## src/rtl/exu_ctrl.sv

```systemverilog
// Execute-stage control: passes single-cycle ops straight to the M-pipe and sequences multi-cycle MDU ops.
// Optional mispredict redirect register enabled by defining YSYX_23060251_EXU_REDIRECT_EN.
module exu_ctrl #(
   parameter int unsigned XLEN    = 32,
   parameter int unsigned MDU_LAT = 32
) (
   input  logic            clk,
   input  logic            rst_n,
   input  logic            E_valid_i,
   input  logic            is_multi_i,
   input  logic            M_ready_i,
   input  logic            flush_i,
   input  logic [XLEN-1:0] npc_i,
   input  logic [XLEN-1:0] pred_pc_i,
   output logic            e_ready_o,
   output logic            e_valid_o,
   output logic            mdu_start_o,
   output logic            mdu_kill_o,
   output logic            redirect_o,
   output logic [XLEN-1:0] redirect_pc_o
);

   localparam int unsigned CNT_W = (MDU_LAT > 1) ? $clog2(MDU_LAT) : 1;

   typedef enum logic [1:0] {
      S_IDLE = 2'd0,
      S_BUSY = 2'd1,
      S_DONE = 2'd2
   } state_e;

   state_e           state_q, state_d;
   logic [CNT_W-1:0] cnt_q, cnt_d;
   logic             issue;

   // Reset gates issue so start stays low and the IDLE path stays transparent while rst_n is low.
   assign issue = rst_n & E_valid_i & is_multi_i & ~flush_i;

   always_ff @(posedge clk or negedge rst_n) begin
      if (!rst_n) begin
         state_q <= S_IDLE;
         cnt_q   <= '0;
      end else begin
         state_q <= state_d;
         cnt_q   <= cnt_d;
      end
   end

   // Flush wins over counter expiry and the DONE handshake.
   always_comb begin
      state_d = state_q;
      cnt_d   = cnt_q;
      if (flush_i) begin
         state_d = S_IDLE;
         cnt_d   = '0;
      end else begin
         unique case (state_q)
            S_IDLE: begin
               if (issue) begin
                  state_d = S_BUSY;
                  cnt_d   = CNT_W'(MDU_LAT - 1);
               end
            end
            S_BUSY: begin
               if (cnt_q == '0) begin
                  state_d = S_DONE;
               end else begin
                  cnt_d = cnt_q - CNT_W'(1);
               end
            end
            S_DONE: begin
               if (M_ready_i) begin
                  state_d = S_IDLE;
               end
            end
            default: begin
               state_d = S_IDLE;
               cnt_d   = '0;
            end
         endcase
      end
   end

   always_comb begin
      e_valid_o   = 1'b0;
      e_ready_o   = 1'b0;
      mdu_start_o = 1'b0;
      mdu_kill_o  = 1'b0;
      unique case (state_q)
         S_IDLE: begin
            if (issue) begin
               mdu_start_o = 1'b1;
            end else begin
               e_valid_o = E_valid_i & ~flush_i;
               e_ready_o = M_ready_i;
            end
         end
         S_BUSY: begin
            mdu_kill_o = flush_i;
         end
         S_DONE: begin
            e_valid_o = ~flush_i;
            e_ready_o = M_ready_i;
         end
         default: begin
            e_valid_o = 1'b0;
         end
      endcase
   end

`ifdef YSYX_23060251_EXU_REDIRECT_EN
   logic            redirect_q;
   logic [XLEN-1:0] redirect_pc_q;
   logic            mispredict;

   // e_valid_o already carries ~flush_i, so a flushed cycle never redirects.
   assign mispredict = e_valid_o & M_ready_i & (npc_i != pred_pc_i);

   always_ff @(posedge clk or negedge rst_n) begin
      if (!rst_n) begin
         redirect_q    <= 1'b0;
         redirect_pc_q <= '0;
      end else begin
         redirect_q <= mispredict;
         if (mispredict) begin
            redirect_pc_q <= npc_i;
         end
      end
   end

   assign redirect_o    = redirect_q;
   assign redirect_pc_o = redirect_pc_q;
`else
   logic unused_pc;

   assign unused_pc     = ^{npc_i, pred_pc_i};
   assign redirect_o    = 1'b0;
   assign redirect_pc_o = '0;
`endif

endmodule

```

## config.mk

```make
export PLATFORM = sky130hd
export DESIGN_NAME = exu_ctrl
export DESIGN_NICKNAME = d
export VERILOG_FILES = /design/src/rtl/exu_ctrl.sv
export SDC_FILE = /design/constraint.sdc
export NUM_CORES = 1
export LEC_CHECK = 0
export ABC_AREA = 1
export ABC_CLOCK_PERIOD_IN_PS = 1260
export BUFFER_PORTS_ARGS = -buffer_cell sky130_fd_sc_hd__buf_2
export CORE_MARGIN = 5
export CORE_UTILIZATION = 30
export CTS_CLUSTER_SIZE = 25
export DETAILED_ROUTE_END_ITERATION = 7
export PLACE_DENSITY = 0.91
export SYNTH_ARGS = -nofsm -noshare
export SYNTH_HDL_FRONTEND = slang
export SYNTH_SLANG_ARGS = --single-unit
export TNS_END_PERCENT = 20
```

## constraint.sdc

```tcl
create_clock -name clk -period 1.26 [get_ports clk]
set_input_delay 0.189 -clock clk [delete_from_list [all_inputs] [get_ports clk]]
set_output_delay 0.189 -clock clk [all_outputs]
set_load 0.1 [all_outputs]
```

==> results of run 1 <==
[registers in the layout (all words and copies together), names as in the netlist]
| register | cells |
|---|---|
| cnt_q | 5 |
| state_q | 2 |
[worst reg2reg max path: stages (launching register included)]
cell and delay [ps]:
dfrtp_1 400, inv_2 100, ha_4 150, nand3_2 100, nor2_1 140, nand2_2 90, nand2_4 90, nand2_1 50
nand2_1 60
[area by class of cell]
cell class	count	area (um^2)
clock buffers	4	26.3
fillers	235	1490
inverters	11	41.3
multi-input cells	82	450
flip-flops and latches	7	176
well taps	30	37.5
repair buffers	20	190
[Yosys cell counts]
library cell / instances / area (um^2)
buf_4: 33 / 248
nand2_1: 22 / 82.6
inv_1: 9 / 33.8
dfrtp_1: 7 / 175
nand3_1: 5 / 25.0
nand2_2: 4 / 25.0
nor2_2: 4 / 25.0
a21oi_1: 2 / 10.0
inv_2: 2 / 7.51
nand4_1: 2 / 12.5
nor2_1: 2 / 7.51
o21ai_0: 2 / 10.0
a31oi_1: 1 / 6.26
buf_6: 1 / 11.3
conb_1: 1 / 3.75
ha_1: 1 / 12.5
nand2_4: 1 / 11.3
nor2_4: 1 / 11.3
nor3_2: 1 / 10.0
o21ai_1: 1 / 5.00
[cell usage in the layout (no fill, tap or decap), types with 2 or more instances in the layout]
| cell | n |
|---|---|
| o21ai_0 | 2 |
| nand2_4 | 2 |
| nand3_1 | 4 |
| nand2_2 | 5 |
| nand4_1 | 2 |
| buf_12 | 4 |
| nor2_4 | 3 |
| inv_2 | 6 |
| clkbuf_4 | 3 |
| buf_2 | 5 |
| nand2_1 | 20 |
| conb_1 | 33 |
| nor2_2 | 3 |
| inv_1 | 5 |
| buf_4 | 10 |
| dfrtp_1 | 6 |
[metal layers]
metal / vias to the layer above / routed length (um)
met5: - / 0
met4: 0 / 61
met3: 8 / 136
met2: 31 / 778
met1: 280 / 518
li1: 291 / -
[through the flow]
stage	setup slack, ps	setup TNS (ps)	cell area (um^2)	std cells	utilization
2_1_floorplan	-282	-768	893	134	-
3_3_place_gp	-89.0	-89.0	845	148	0.350
3_5_place_dp	-118	-264	845	148	0.350
4_1_cts	-334	-821	900	154	0.373
5_1_grt	-430	-1350	922	154	0.383
6_report	-346	-880	922	154	0.383
[timing repair]
| item | 4_1_cts | 5_1_grt |
|---|---|---|
| endpoints found under the setup margin | 8 | 9 |
| endpoints found under the hold margin | 7 | 0 |
| setup buffers | 1 | 0 |
| hold buffers | 1 | 0 |
| gates cloned | 0 | 0 |
| pin swaps | 1 | 2 |
| gates resized for setup | 7 | 4 |
[power groups by stage]
stage	Clock, mW	Combinational (mW)	Sequential (mW)
floorplan	0	0.680	0.257
global placement	0	0.673	0.262
detailed placement	0	0.680	0.264
CTS	0.200	0.694	0.261
global route	0.227	0.746	0.264
finish	0.192	0.717	0.262
[cells by family (layout without fill, tap and decap cells)]
| family | after synthesis | in the layout | share of synthesized area |
|---|---|---|---|
| and+or+nand+nor | 42 | 42 | 0.287 |
| DFF | 7 | 7 | 0.239 |
| AOI/OAI and AO/OA | 6 | 6 | 0.0427 |
| adders and majority gates | 1 | 1 | 0.0171 |
| buffers and inverters | 45 | 35 | 0.410 |
| other | 1 | 33 | 0.00511 |
[how the worst max path moves through the flow]
stage	depth (start not counted)	slack [ps]	end
after global placement	4	-90	e_valid_o
after global routing	7	-430	e_valid_o
final	7	-350	e_valid_o
after floorplan	6	-280	e_valid_o
after CTS	7	-330	e_valid_o
after detailed placement	4	-120	e_valid_o
==> impl_metrics.json, run 1 <==
{
  "viasPerCell": 3.96,
  "fin_ws_ps": -346,
  "min-delay-start": "M_ready_i",
  "dieArea_mm2": 0.00353,
  "drive_above_1_share": 0.379,
  "grt_pass1_wl_um": 2260,
  "worstHoldPathCells": 2,
  "die_w_um": 59.4,
  "num_rows": 18,
  "fmaxAchievable_ghz": 0.623,
  "ioPinCount": 107,
  "dpl.hpwl_um": 1190,
  "combPwrFrac": 0.613,
  "grt.overflow.total": 0,
  "ys_warn_count": 0,
  "violations": "setup timing",
  "min_delay_worst_endpoint": "state_q[1]",
  "met2_usage": 0.150,
  "syn_area_um2": 733,
  "reg2reg_to": "cnt_q[1]",
  "gp_congestion": 0.866,
  "drt-total-wl_um": 1490,
  "dr_total_vias": 610,
  "critPathMaxStageDelay_ps": 390,
  "drv_slew": 0,
  "track_usage": 0.0860,
  "drtIter0Drc": 6,
  "core_region_area_mm2": 0.00241,
  "startpoint": "state_q[1]",
  "crit_family": "flip-flops",
  "die_h_um": 59.4,
  "ctsHtreeMaxLevel": 1,
  "fin_nets": 196,
  "endpoint_kind": "primary output",
  "leakage_nw": 0.484,
  "path_cells": "buf_4, nor2_4, nand2_2, nor2_4, nor2_2, a21oi_4, buf_12",
  "syn_area_per_cell_um2": 7.19,
  "crit_top_cell": "nor2_4",
  "min_period_over_period": 1.27,
  "rr_startpoint": "cnt_q[0]",
  "antenna_found_initial": 0,
  "p_seq_frac": 0.224,
  "crit_arrival_ps": 1420,
  "finalHoldWorstSlack_ps": 168,
  "cp_slowest_cell": "dfrtp_1",
  "outcome": "complete, but fails checks",
  "ant_nets": 0,
  "hold_viol": 0,
  "seq_area_frac_synth": 0.239,
  "n_antenna_cell": 0,
  "switchingPower_mw": 0.693,
  "path_max_fanout": 2,
  "r2r_cells": 8,
  "syn2layout_area_growth_pct": 25.8,
  "clock_latency_ps": 240,
  "cts.sinks": 7,
  "io_buffers": 9,
  "r2r_slack_ps": 20,
  "dr.pass1.iters": 4,
  "finalClockSkew_ps": 0.394,
  "grt_pass1_vias": 552,
  "cts_buffers": 3,
  "period_needed_ps": 1610,
  "grt.busiest_layer": "met2",
  "met1_usage": 0.0868,
  "setup_viol_count_final": 4,
  "synth_seq_cells": 7,
  "switching_share": 0.592,
  "clk_pin_slew_worst_paths_ps": 50,
  "use_met3": 0.00871,
  "worst_setup_path_start_kind": "flop",
  "cp.required_ps": 1070,
  "power_density_mw_per_mm2": 1270,
  "synth_cell_types": 20,
  "cts_tree": "yes",
  "syn_inst": 102,
  "crit_buf_inv": 2,
  "power_mw": 1.17,
  "drc_errors": 0,
  "hp-class": "in2reg",
  "intPower_mw": 0.477,
  "cap_violations": 0,
  "path_class": "reg2out",
  "wl_per_cell_um": 9.70,
  "peakVddDrop_v": 0.000636,
  "pwr-share-clk": 0.164,
  "initial_core_util": 0.304,
  "clockBufferDepth": 2,
  "grt_setup_unrepaired": "yes",
  "grt_max_degree": 8,
  "cts-root-buf": "clkbuf_4"
}
(Power assumes the default switching activity.)
==> run 2, diff against run 1 <==
- SETUP_SLACK_MARGIN: not set -> 0.02
==> run 2 against run 1 <==
Net effect: the run still ends with setup timing left; flip-flop and latch count did not move; worst hold slack improved by 2.2 ps; critical endpoint unchanged; highest routed layer unchanged; count of clock-buffer cells in the layout stayed put; largest power group unchanged; sequential power hardly changed; sequential share of layout area is 0.052 points lower.
==> impl_metrics.json, run 2 (synthesis gave the netlist of run 1 again) <==
{
  "layout_common_cells": "conb_1, nand2_1, buf_4",
  "worstHoldPathCells": 2,
  "drive_above_1_share": 0.387,
  "grt.busiest_layer": "met2",
  "drt-total-wl_um": 1510,
  "clockBufferDepth": 2,
  "power_density_mw_per_mm2": 1270,
  "core_region_area_mm2": 0.00241,
  "final_core_util": 0.384,
  "track_usage": 0.0896,
  "grt_max_degree": 8,
  "finalClockSkew_ps": 0.394,
  "hold_viol": 0,
  "met2_usage": 0.162,
  "num_rows": 18,
  "die_w_um": 59.4,
  "dpl.hpwl_um": 1190,
  "n_antenna_cell": 0,
  "cts_buffers": 3,
  "period_needed_ps": 1600,
  "initial_core_util": 0.304,
  "dieArea_mm2": 0.00353,
  "fmaxAchievable_ghz": 0.625,
  "reg_top3": "cnt_q: 5 flops, state_q: 2 flops",
  "grt.overflow.total": 0,
  "reg2reg_to": "cnt_q[1]",
  "ant_nets": 0,
  "drc_errors": 0,
  "gp_congestion": 0.866,
  "min_delay_worst_endpoint": "state_q[1]",
  "drtIter0Drc": 5,
  "fin_nets": 196,
  "path_max_fanout": 2,
  "antenna_found_initial": 0,
  "fin_ws_ps": -340,
  "setup-tns-final_ps": -895,
  "place_area_um2": 845,
  "io_buffers": 9,
  "clk_pin_slew_worst_paths_ps": 50,
  "worst_setup_path_start_kind": "flop",
  "outcome": "complete, but fails checks",
  "largest_reg_flops": 5,
  "viasPerCell": 3.95,
  "dr_total_vias": 608,
  "r2r_slack_ps": 20,
  "path_class": "reg2out",
  "cts-root-buf": "clkbuf_4",
  "grt_pass1_wl_um": 2350,
  "peakVddDrop_v": 0.000637,
  "dr.pass1.iters": 3,
  "crit_arrival_ps": 1410,
  "grt_setup_unrepaired": "yes",
  "syn2layout_area_growth_pct": 26.1,
  "use_met3": 0.00871,
  "endpoint_kind": "primary output",
  "ioPinCount": 107,
  "cap_violations": 0,
  "regMostFlops": "cnt_q",
  "setup_viol_count_final": 4,
  "cp.required_ps": 1070,
  "met1_usage": 0.0868,
  "die_h_um": 59.4,
  "power_mw": 1.17,
  "min-delay-start": "M_ready_i",
  "wl_per_cell_um": 9.78,
  "final_area_um2": 925,
  "leakage_nw": 0.484,
  "finalHoldWorstSlack_ps": 170,
  "clock_latency_ps": 240,
  "fillCellCount": 234,
  "cts_tree": "yes",
  "ctsHtreeMaxLevel": 1,
  "stdcell_count": 154,
  "r2r_cells": 8,
  "min_period_over_period": 1.27,
  "violations": "setup timing",
  "drv_slew": 0,
  "layout_commonest_cell": "conb_1",
  "cts.sinks": 7,
  "grt_pass1_vias": 563,
  "hp-class": "in2reg",
  "rr_startpoint": "state_q[1]",
  "pre_cts_ws_ps": -118,
  "placedCellCount": 148
}
==> run 2: cell count changes in the layout (fill, tap and decap cells not counted) <==
cell and delta:
nor2_1 -1, nor2_2 +1
==> run 2: cell type report <==
cell class / count / area [um^2] / area share
multi-input cells: 82 / 453 / 0.490
repair buffers: 20 / 190 / 0.206
flip-flops and latches: 7 / 176 / 0.191
inverters: 11 / 41.3 / 0.0447
well taps: 30 / 37.5 / 0.0406
clock buffers: 4 / 26.3 / 0.0284
==> run 2: critical path, cell delays in order (launching register included) <==
cell and delay [ps]:
dfrtp_1 390, buf_4 150, nor2_4 90, nand2_2 70, nor2_4 90, nor2_2 60, a21oi_4 140, buf_12 180
==> run 2: repair_timing <==
action,in CTS,in global routing
endpoints found under the setup margin,8,9
gates cloned,0,0
hold buffers,1,0
setup buffers,1,0
resized for setup,8,4
hold endpoints to repair,7,0
pin swaps,1,2
==> run 2: report_power, final <==
part	leakage, nW	internal (mW)	switching (mW)
logic	0.376	0.115	0.605
registers	0.0935	0.244	0.0186
clock network	0.0150	0.120	0.0715
==> run 2: worst max-delay path by stage <==
stage	from	to	slack, ps	cells past startpoint
6_report	state_q[1]	e_valid_o	-340	7
2_1_floorplan	state_q[0]	e_valid_o	-280	6
5_1_grt	state_q[1]	e_valid_o	-420	7
3_3_place_gp	state_q[0]	e_valid_o	-90	4
3_5_place_dp	state_q[0]	e_valid_o	-120	4
4_1_cts	state_q[1]	e_valid_o	-330	7
==> run 2: layer usage <==
layer  up-vias  wire, um
met3         8       139
met1       275       517
met2        35       788
met4         0        61
li1        290         -
met5         -         0
==> run 3, diff against run 2 <==
- ABC_AREA: 1 -> not set
- CORE_UTILIZATION: 30 -> 31
- CTS_BUF_LIST: not set -> sky130_fd_sc_hd__clkbuf_8
- PLACE_DENSITY: 0.91 -> 0.93
==> run 3 against run 2 <==
Net effect: total power is 29% higher; largest power group unchanged; synthesized area up 0.34%; critical endpoint is now mdu_start_o; the flow still finishes with violations (setup timing); worst setup slack improved by 68 ps.
==> impl_metrics.json, run 3 <==
{
  "initial_core_util": 0.329,
  "r2r_slack_ps": -140,
  "reg_top3": "cnt_q: 5 flops, state_q: 2 flops",
  "fin_nets": 182,
  "clk_pin_slew_worst_paths_ps": 40,
  "critPathMaxStageDelay_ps": 400,
  "synthAdderAreaFrac": 0.0170,
  "synth_edf_count": 0,
  "netlist_top_cells_area": "buf_4, dfrtp_1, a21oi_1",
  "worstHoldPathCells": 2,
  "final_core_util": 0.434,
  "ys_warn_count": 0,
  "setup_viol_count_final": 10,
  "synth_seq_cells": 7,
  "period_needed_ps": 1530,
  "finalClockSkew_ps": 3.48,
  "io_buffers": 9,
  "synth_compound_gate_area_share": 0.187,
  "cts_buffers": 3,
  "gp_congestion": 0.777,
  "core_region_area_mm2": 0.00223,
  "drt-total-wl_um": 1550,
  "hold_viol": 0,
  "place_area_um2": 881,
  "ioPinCount": 107,
  "dieArea_mm2": 0.00345,
  "rr_startpoint": "cnt_q[0]",
  "setup-tns-final_ps": -1390,
  "dr.pass1.iters": 4,
  "synth_top_cells_by_count": "buf_4, dfrtp_1, a21oi_1",
  "path_cells": "nand4b_1, nor3_4, buf_12",
  "viasPerCell": 4.28,
  "synth_top_family_by_area": "buffers and inverters",
  "r2r_cells": 6,
  "track_usage": 0.0928,
  "final_area_um2": 970,
  "met2_usage": 0.152,
  "leakage_nw": 0.475,
  "power_density_mw_per_mm2": 1560,
  "cp.required_ps": 1070,
  "cts-root-buf": "clkbuf_8",
  "drive_above_1_share": 0.418,
  "synthArstFlopShare": 1.00,
  "largest_reg_flops": 5,
  "min-delay-start": "flush_i",
  "path_max_fanout": 4,
  "synth_ff_type": "dfrtp_1",
  "grt.overflow.total": 0,
  "drc_errors": 0,
  "endpoint_kind": "primary output",
  "dpl.hpwl_um": 1300,
  "wl_per_cell_um": 11.2,
  "syn2layout_area_growth_pct": 31.8,
  "hp-class": "in2reg",
  "grt_max_degree": 11,
  "crit_arrival_ps": 1340,
  "worst_setup_path_start_kind": "flop",
  "use_met3": 0.0241,
  "fin_ws_ps": -271,
  "drv_slew": 0,
  "syn_inst": 85,
  "n_antenna_cell": 0,
  "muxShareOfSynthArea": 0.0153,
  "peakVddDrop_v": 0.000692,
  "cap_violations": 0,
  "met1_usage": 0.104,
  "grt_pass1_wl_um": 2370,
  "syn_area_um2": 736,
  "violations": "setup timing",
  "yosys.area_share.simple": 0.146,
  "dr_total_vias": 591,
  "min_period_over_period": 1.22,
  "ctsHtreeMaxLevel": 1,
  "clockBufferDepth": 2,
  "syn_area_per_cell_um2": 8.66,
  "path_class": "reg2out",
  "outcome": "complete, but fails checks",
  "power_mw": 1.51,
  "drtIter0Drc": 12,
  "regMostFlops": "cnt_q",
  "seq_area_frac_synth": 0.238,
  "grt_setup_unrepaired": "yes",
  "grt_pass1_vias": 548,
  "ant_nets": 0,
  "layout_common_cells": "conb_1, buf_4, dfrtp_1",
  "num_rows": 17,
  "clock_latency_ps": 230,
  "cts.sinks": 7,
  "min_delay_worst_endpoint": "state_q[1]",
  "cp_slowest_cell": "dfrtp_1",
  "reg2reg_to": "cnt_q[0]",
  "grt.busiest_layer": "met2",
  "synth_most_common_cell": "buf_4",
  "layout_commonest_cell": "conb_1",
  "synth_top_area_cell": "buf_4",
  "fmaxAchievable_ghz": 0.653,
  "die_h_um": 58.7,
  "crit_buf_inv": 1,
  "yosys.area.top_type_share": 0.337,
  "synth_cell_types": 32,
  "cts_tree": "yes",
  "die_w_um": 58.7,
  "antenna_found_initial": 0,
  "crit_family": "simple AND/OR/NAND/NOR gates",
  "synth_xor_area_frac": 0.0119
}
run 3: cell count changes in the layout (fill, tap and decap cells not counted), sizes merged, moves of 2 or more:
cell   previous run  this run
nor2              7         3
a21oi             2         6
buf              19        24
inv              11         6
nand3             5         0
nand4             2         0
nor4b             0         2
nand2            27         2
run 3: what timing repair did:
item | 4_1_cts | 5_1_grt
buffers inserted | 1 | 0
endpoints found under the hold margin | 7 | 0
pin swaps | 2 | 0
hold buffers | 1 | 0
gates resized for setup | 6 | 4
setup endpoints to repair | 11 | 11
run 3: cell type report:
cell class / instances / area, um^2
Tap cell: 28 / 35.0
Fill cell: 239 / 1260
Multi-Input combinational cell: 69 / 468
Clock inverter: 1 / 3.75
Clock buffer: 3 / 41.3
Timing Repair Buffer: 25 / 228
Sequential cell: 7 / 175
Inverter: 5 / 18.8
run 3: per-stage QoR:
step	std cells	hold WS, ps	worst slack [ps]
after floorplan	117	-107	-445
final	138	217	-271
after CTS	138	195	-284
after detailed placement	132	145	-174
after global placement	132	144	-152
after global routing	138	239	-365
run 3: power by group:
part           leakage, nW  switching, mW  internal (mW)
Clock               0.0269          0.102          0.211
Sequential          0.0898         0.0334          0.259
Combinational        0.358          0.670          0.238
Total                0.475          0.805          0.708
run 3: metal layers:
layer,vias to the layer above,routed length (um)
met3,4,190
met2,40,730
li1,277,-
met4,0,31
met1,270,599
met5,-,0
run 3: logic make-up (layout without fill, tap and decap cells):
| group | Yosys count | count (layout) |
|---|---|---|
| fa+ha+maj | 1 | 1 |
| compound gates | 18 | 18 |
| other cells | 1 | 33 |
| buf+inv | 41 | 34 |
| mux | 1 | 1 |
| xor+xnor | 1 | 1 |
| flops | 7 | 7 |
| simple gates | 15 | 15 |
run 3: worst max-delay path by stage:
stage	startpoint	endpoint	slack, ps	cells past startpoint
detailed placement	cnt_q[0]	cnt_q[0]	-170	6
floorplan	state_q[1]	mdu_start_o	-450	2
CTS	state_q[1]	mdu_start_o	-280	3
finish	state_q[1]	mdu_start_o	-270	3
global placement	cnt_q[0]	cnt_q[0]	-150	6
global route	state_q[1]	mdu_start_o	-360	3
